$ cat src/rtl/note_tone_gen_pkg.sv
// Shared constants for the note tone generator: widths, rest code,
// FSM encoding and the half-period table for a 50 MHz clock.
package note_tone_gen_pkg;

    localparam int NOTE_W = 6;
    localparam int HALF_W = 18;
    localparam int NOTES  = 1 << NOTE_W;

    localparam logic [NOTE_W-1:0] NOTE_REST = '0;

    localparam logic [0:0] ST_IDLE = 1'b0;
    localparam logic [0:0] ST_RUN  = 1'b1;

    // half(n) = round(25e6 / (110 * 2^((n-1)/12))) clock cycles; entry 0 is the rest slot
    localparam logic [HALF_W-1:0] HALF_TABLE [NOTES] = '{
        18'd0,
        18'd227273, 18'd214517, 18'd202477, 18'd191113, 18'd180386, 18'd170262,
        18'd160706, 18'd151686, 18'd143173, 18'd135137, 18'd127553, 18'd120394,
        18'd113636, 18'd107258, 18'd101238, 18'd95556,  18'd90193,  18'd85131,
        18'd80353,  18'd75843,  18'd71586,  18'd67569,  18'd63776,  18'd60197,
        18'd56818,  18'd53629,  18'd50619,  18'd47778,  18'd45097,  18'd42566,
        18'd40177,  18'd37922,  18'd35793,  18'd33784,  18'd31888,  18'd30098,
        18'd28409,  18'd26815,  18'd25310,  18'd23889,  18'd22548,  18'd21283,
        18'd20088,  18'd18961,  18'd17897,  18'd16892,  18'd15944,  18'd15049,
        18'd14205,  18'd13407,  18'd12655,  18'd11945,  18'd11274,  18'd10641,
        18'd10044,  18'd9480,   18'd8948,   18'd8446,   18'd7972,   18'd7525,
        18'd7102,   18'd6704,   18'd6327
    };

endpackage

$ cat src/rtl/note_period_rom.sv
// 64-entry synchronous half-period ROM: note index in, half-period in
// clock cycles out one cycle later. Octave shifting is done by the caller.
module note_period_rom
    import note_tone_gen_pkg::*;
(
    input  logic              clk50mhz,
    input  logic              rst,
    input  logic [NOTE_W-1:0] note,
    output logic [HALF_W-1:0] half
);

    logic [HALF_W-1:0] rom_mem [NOTES];
    logic [HALF_W-1:0] half_reg;

    generate
        for (genvar gi = 0; gi < NOTES; gi++) begin : g_rom
            assign rom_mem[gi] = HALF_TABLE[gi];
        end
    endgenerate

    // registered read so the table maps onto block RAM / LUT ROM
    always_ff @(posedge clk50mhz) begin
        if (rst) begin
            half_reg <= '0;
        end else begin
            half_reg <= rom_mem[note];
        end
    end

    assign half = half_reg;

endmodule

$ cat src/rtl/note_tone_gen.sv
// Square-wave tone generator fed by the portamento stage. Two pipeline
// stages (input capture, ROM lookup) feed a two-state FSM whose period
// and note only change on a toggle boundary, keeping glides glitch-free
// and guaranteeing the waveform always ends low.
module note_tone_gen
    import note_tone_gen_pkg::*;
(
    input  logic              clk50mhz,
    input  logic              rst,
    input  logic [NOTE_W-1:0] note_in,
    input  logic              en,
    input  logic [1:0]        octave,
    output logic              tone_out,
    output logic              busy,
    output logic [NOTE_W-1:0] note_playing
);

    // stage 1: captured inputs
    logic [NOTE_W-1:0] note_q_reg;
    logic              en_q_reg;
    logic [1:0]        oct_q_reg;

    // stage 2: side-band aligned with the ROM output
    logic [NOTE_W-1:0] note_s2_reg;
    logic              en_s2_reg;
    logic [1:0]        oct_s2_reg;
    logic [HALF_W-1:0] rom_half;

    logic [HALF_W-1:0] half_next;
    logic              play_next;
    logic [NOTE_W-1:0] note_next;

    // FSM / waveform state
    logic [0:0]        state_reg, state_nxt;
    logic [HALF_W-1:0] cnt_reg, cnt_next;
    logic [HALF_W-1:0] half_cur_reg, half_cur_next;
    logic              tone_reg, tone_next;
    logic [NOTE_W-1:0] note_play_reg, note_play_next;
    logic              boundary;

    // stage 1: register raw inputs every cycle
    always_ff @(posedge clk50mhz) begin
        if (rst) begin
            note_q_reg <= '0;
            en_q_reg   <= 1'b0;
            oct_q_reg  <= '0;
        end else begin
            note_q_reg <= note_in;
            en_q_reg   <= en;
            oct_q_reg  <= octave;
        end
    end

    note_period_rom u_rom (
        .clk50mhz (clk50mhz),
        .rst      (rst),
        .note     (note_q_reg),
        .half     (rom_half)
    );

    // stage 2: delay note/en/octave by one cycle to line up with the ROM read
    always_ff @(posedge clk50mhz) begin
        if (rst) begin
            note_s2_reg <= '0;
            en_s2_reg   <= 1'b0;
            oct_s2_reg  <= '0;
        end else begin
            note_s2_reg <= note_q_reg;
            en_s2_reg   <= en_q_reg;
            oct_s2_reg  <= oct_q_reg;
        end
    end

    assign half_next = rom_half >> oct_s2_reg;
    assign play_next = en_s2_reg && (note_s2_reg != NOTE_REST);
    assign note_next = note_s2_reg;

    // half_cur is never below 790 in RUN, so the subtraction cannot wrap there
    assign boundary = (cnt_reg == (half_cur_reg - HALF_W'(1)));

    // next-state logic: start from IDLE, toggle or stop only on a boundary
    always_comb begin
        state_nxt      = state_reg;
        cnt_next       = cnt_reg;
        half_cur_next  = half_cur_reg;
        tone_next      = tone_reg;
        note_play_next = note_play_reg;
        if (state_reg == ST_IDLE) begin
            cnt_next       = '0;
            half_cur_next  = '0;
            tone_next      = 1'b0;
            note_play_next = NOTE_REST;
            if (play_next) begin
                half_cur_next  = half_next;
                note_play_next = note_next;
                tone_next      = 1'b1;
                state_nxt      = ST_RUN;
            end
        end else begin
            if (boundary) begin
                cnt_next = '0;
                if (play_next) begin
                    tone_next      = ~tone_reg;
                    half_cur_next  = half_next;
                    note_play_next = note_next;
                end else begin
                    tone_next      = 1'b0;
                    half_cur_next  = '0;
                    note_play_next = NOTE_REST;
                    state_nxt      = ST_IDLE;
                end
            end else begin
                cnt_next = cnt_reg + HALF_W'(1);
            end
        end
    end

    // waveform state registers
    always_ff @(posedge clk50mhz) begin
        if (rst) begin
            state_reg     <= ST_IDLE;
            cnt_reg       <= '0;
            half_cur_reg  <= '0;
            tone_reg      <= 1'b0;
            note_play_reg <= NOTE_REST;
        end else begin
            state_reg     <= state_nxt;
            cnt_reg       <= cnt_next;
            half_cur_reg  <= half_cur_next;
            tone_reg      <= tone_next;
            note_play_reg <= note_play_next;
        end
    end

    assign tone_out     = tone_reg;
    assign busy         = (state_reg == ST_RUN);
    assign note_playing = note_play_reg;

endmodule

$ cat config.mk
export PLATFORM = sky130hd
export DESIGN_NAME = note_tone_gen
export DESIGN_NICKNAME = d
export VERILOG_FILES = /design/src/rtl/note_tone_gen_pkg.sv /design/src/rtl/note_period_rom.sv /design/src/rtl/note_tone_gen.sv
export SDC_FILE = /design/constraint.sdc
export NUM_CORES = 1
export LEC_CHECK = 0
export CAP_MARGIN = 20
export CORE_MARGIN = 8
export CORE_UTILIZATION = 35
export DETAILED_ROUTE_END_ITERATION = 6
export PLACE_DENSITY_LB_ADDON = 0.12
export SLEW_MARGIN = 30
export SYNTH_ARGS = -nofsm -noshare
export SYNTH_HDL_FRONTEND = slang
export SYNTH_SLANG_ARGS = --single-unit
export TNS_END_PERCENT = 5
$ cat constraint.sdc
create_clock -name clk50mhz -period 3.7 [get_ports clk50mhz]
set_input_delay 0.74 -clock clk50mhz [delete_from_list [all_inputs] [get_ports clk50mhz]]
set_output_delay 0.74 -clock clk50mhz [all_outputs]
set_load 0.005 [all_outputs]
# Word-level counts from Yosys, hierarchy flattened
# Memory sizes are Yosys's and may differ from the RTL's. A register that Yosys moved wholly into a read port is not among the register bits.
# Index checks and enable logic that the tools add are counted.
# op_classes
n_addsub,2
n_eq_ne,2
n_shift,1
mux,12
bitwise,3
reduce_logical,3
# op_table
operator,n
18-bit two-way mux,3
"18-bit by 1-bit adder with 18-bit output, second input constant",1
18-bit equality test,1
6-bit two-way mux,3
18-bit by 2-bit right shift with 18-bit output,1
"18-bit by 1-bit subtractor with 18-bit output, second input constant",1
6-bit inverter with 7-bit output,1
1-bit two-way mux,6
6-bit nonzero test,1
3-bit OR reduction,1
"2-bit by 1-bit inequality test with 1-bit output, second input constant",1
1-bit inverter,2
1-bit logical AND,1
# word_totals
reg_bits,62
rom_bits,1152
input_bits,11
output_inout_bits,8
mem_count,1
# memory_table
name,words,word_bits,read_ports,rd_ports_with_merged_regs,write_ports,line_no,source
(no name shown),64,18,1,1,0,note_period_rom.sv:26,half_reg <= rom_mem[note];

# Depth between registers and ports, before layout
# logic_depth
word_depth,5
ltp_mapped,11
mapped_depth_nobuf,9

# Cells and area by module
# Synthesis repeated with hierarchy kept, for this count alone.
# hier_totals
hier_cells,630
area_unflattened_um2,5425.2
# by_module_without_submodules
mod,instances,cells_per_inst,area_per_inst_um2,seq_area_each_um2
note_tone_gen,1,345,3323.2,1241.2
note_period_rom,1,285,2102.0,360.3

# Least setup slack after synthesis
# No wires, ideal clock.
# synth_timing
path_kind,reg2reg
from,reg half_cur_reg[0]
to,reg half_cur_reg[13]
arrival_ns,2.777
t_required_ns,3.578
path_slack_ns,0.800
stages_incl_launch_ff,12
path_buffers,2
cell_sequence,dfxtp_1 > inv_1 > ha_1 > or3b_2 > nor2_2 > xnor2_1 > or4_1 > a2111o_1 > o21a_1 > buf_6 > buf_6 > mux2i_1
# synth_via
elab_chain_cells,3
# synth_lines
item,line_no,source
from (decl),note_tone_gen.sv:36,"logic [HALF_W-1:0] half_cur_reg, half_cur_next;"
from (signal assigned),note_tone_gen.sv:129,half_cur_reg <= half_cur_next;
18-bit by 1-bit subtractor with 18-bit output,note_tone_gen.sv:79,assign boundary = (cnt_reg == (half_cur_reg - HALF_W'(1)));
18-bit equality test,note_tone_gen.sv:79,
2-bit by 1-bit inequality test with 1-bit output (no source line),--,
# Every way passes these cells.
# A chain may end at the register's enable or synchronous reset.

# Worst setup path in the final report
# layout_timing
from,reg half_cur_reg[0]
to,"reg tone_reg, in the netlist tone_out"
# layout_via
elab_chain_cells,3
# layout_lines
item,line_no,source
18-bit by 1-bit subtractor with 18-bit output,note_tone_gen.sv:79,
18-bit equality test,note_tone_gen.sv:79,
2-bit by 1-bit inequality test with 1-bit output (no source line),--,
to (signal assigned),note_tone_gen.sv:130,tone_reg <= tone_next;
to (decl),note_tone_gen.sv:37,"logic tone_reg, tone_next;"
# Every way passes these cells.

==> impl_results.md <==
* Max VDD drop at 0.000290 V
* Reg area at approximately 1600 um^2
* Worst Hold Class: reg -> reg
* DP HPWL at just under 10 mm
* Largest family of logic cells by synthesized area: simple AND/OR/NAND/NOR gates
* EDFF count, synth at 0
* Synthesized area per cell at 7.98 um^2
* Post-cts gate resize count at 0
* Routed WL at 13.6 mm
* WS Path Type: reg -> reg
* First-pass GRT wire length at 22.3 mm
* Clock buffer depth at 2
* Post-placement cell area at between 5000 and 6000 um^2
* Cells after Synth at ~660
* Number of synthesized register bits at 80
* H-Tree Depth at 3
* Tcrit/Tclk final at 87.3%
* Design area at 5820 um^2
* TritonCTS clock tree: built
* IO Count at 19
* Layout area overhead at 11.3%
* Hold Slack at around 0.43 ns
* Final Hold Vio Count at 0
* Leak at between 2 and 2.5 nW
* Hold Buf Count CTS at 0
* Cell Rows at 44
* Fill cells at around 1500
* IO Port Bufs at 18
* Worst-margin pin slew at 0.912 ns
* CTS buffer count at 9
* Sink Count at 80
* Mapped cell area at 5230 um^2
* RSZ-0062 raised after global routing: false
* Vias per cell at 5.64
* Critical Path Source Type: flop
* Initial drt markers at 468
* Worst hold start: en_q_reg
* Core area at 14600 um^2
* Post-layout nets at 668
* Routed len/inst at between 15 and 20 um
* Crit-path max FO at 27
* Compound-cell area share of the yosys netlist at between 10% and 20%
* Setup TNS at 0 ns
* FMAX at 309 MHz
* XOR/XNOR share of the synthesized area at 6.37%
* Antenna violations before repair at 0
* Cell accounting for the most synthesized area: dfxtp_1
* Mux contribution to synthesized area at 12.2%
* Max capacitance violation total at 0
* Max-Slew Margin vs Limit at between 30% and 40%
* Critical Path Source: half_cur_reg[0]
* Via Count at roughly 4700
* Max-slew violations at 0
* Top FF cell, synth: dfxtp_1
* GP Congestion at 0.873
* Post-CTS setup buffers at 0
* Critical path data required time at 3.93 ns
* All-Layer GR Usage at about 14%
* Clk_skew at approximately 0.0074 ns
* Status: finished, final reports clean
* Final Critical Period at 3.23 ns
* Antenna Cells at 0
* Skew-Pair Late Insertion Delay at 0.34 ns
* Setup Viol. Count Final at 0
* Die H at 138 um
* P per Cell Area at 372 nW/um^2
* Post-synthesis simple-gate area fraction at 22.9%
* Async SR Flop Fraction at 0%
* Multi-input logic area at roughly 3300 um^2
* DR pass1 iterations at 4
* # DRC at 0
* Clock slew at reported path FFs at 0.06 ns
* Share of layout cells above drive strength 1 at 9.41%
* Clock Tree Root: clkbuf_16
* CP Capture Type: flop
* Total gr overflow at 0
* Starting Density at 35.8%
* Die area at 19100 um^2
* Die Wd at ~140 um
* Sequential area share after synthesis at 30.6%
* Share of the synthesized area in the top cell type at 30.6%
* Synth cell types at 59
* Vias in the first global route at between 4000 and 5000
* Power Total at 2.17 mW
* Reg2reg start: half_cur_reg[0]
* Net Count, Synth at 680
* Synth warnings at 0
* Largest net degree at the start of global routing at 62
* Crit path DAT at 3.46 ns
* Post-DRT Antenna Nets at 0
* Synth area leaders: dfxtp_1 31%, nand2_1 6.5%, mux2i_1 5.9%
* Synth Area in Adders at 3.35%
* Final core utilization at 39.9%
-- kinds of logic after synthesis --
logic type	after synthesis
buffers and inverters	74
AO/OA/AOI/OAI	150
adder cells (fa/ha/maj)	14
flip-flops	80
XOR/XNOR	38
AND/OR/NAND/NOR	252
multiplexers	47
-- layer usage --
| metal | up-vias | global-route usage, % | share of wire (%) |
|---|---|---|---|
| li1 | 2322 | - | - |
| met1 | 2206 | 16.7 | 44 |
| met2 | 131 | 22.8 | 47 |
| met3 | 33 | 3.12 | 5.2 |
| met4 | 0 | 6.98 | 3.3 |
| met5 | - | 0 | 0 |
-- power breakdown --
group,leakage [nW],internal [mW],switching [mW]
combinational,1.25,0.146,0.196
clock,0.146,0.529,0.365
sequential,0.654,0.893,0.0367
-- layout make-up --
type,count,area share [%]
Clock buffer,9,3.87
Inverter,17,1.10
Clock inverter,7,1.40
Tap cell,184,3.96
Multi-Input combinational cell,501,57.0
Sequential cell,80,27.6
Timing Repair Buffer,34,5.08
-- worst paths after layout --
path / cells after the start / slack, ns / end
hold / removal: 1 / 0.43 / en_s2_reg
hold reg to reg: 1 / 0.43 / en_s2_reg
setup / recovery: 10 / 0.47 / tone_out
setup reg to reg: 10 / 0.47 / tone_out
-- cell usage in the layout (no fill, tap or decap), drive strengths merged, types with 4 or more instances in the layout --
| master | instances |
|---|---|
| nor3 | 32 |
| dfxtp | 80 |
| nor4 | 6 |
| or3 | 5 |
| clkinv | 4 |
| o211ai | 7 |
| a211oi | 16 |
| a31oi | 9 |
| nor2b | 20 |
| buf | 17 |
| nor2 | 52 |
| a21oi | 34 |
| o22ai | 4 |
| mux2i | 31 |
| nand3 | 17 |
| xor2 | 22 |
| o311ai | 5 |
| o21ai | 42 |
| nand2 | 91 |
| and3 | 6 |
| clkbuf | 9 |
| mux4 | 13 |
| inv | 18 |
| xnor2 | 16 |
| nand2b | 6 |
| clkdlybuf4s50 | 17 |
| ha | 14 |
-- cells in the mapped netlist (5+ instances only) --
| library cell | instances |
|---|---|
| o311ai_0 | 5 |
| ha_1 | 14 |
| nor2_1 | 51 |
| xor2_1 | 22 |
| a31oi_1 | 9 |
| a211oi_1 | 16 |
| dfxtp_1 | 80 |
| mux2i_1 | 31 |
| nand3_1 | 17 |
| or3_1 | 5 |
| xnor2_1 | 16 |
| o21ai_0 | 41 |
| o211ai_1 | 7 |
| clkbuf_1 | 42 |
| nor2b_1 | 20 |
| buf_1 | 9 |
| nor3_1 | 32 |
| nand2_1 | 91 |
| and3_1 | 6 |
| a21oi_1 | 34 |
| mux4_2 | 13 |
| inv_1 | 17 |
| nand2b_1 | 6 |
-- stage by stage --
stage          instances  setup slack (ns)
2_1_floorplan        655             0.800
3_3_place_gp         816             0.532
3_5_place_dp         816             0.476
4_1_cts              832             0.450
5_1_grt              832             0.363
6_report             832             0.468
-- worst max-delay path: stages (launching register included) --
cell and delay (ns):
dfxtp_1 0.35, inv_1 0.07, ha_1 0.26, or3b_2 0.53, nor2_2 0.12, xnor2_1 0.06, or4_1 0.51, a2111o_1 0.45
o21a_1 0.19, buf_4 0.26, a32o_1 0.31
No activity file was read; power rests on OpenSTA's default activity.
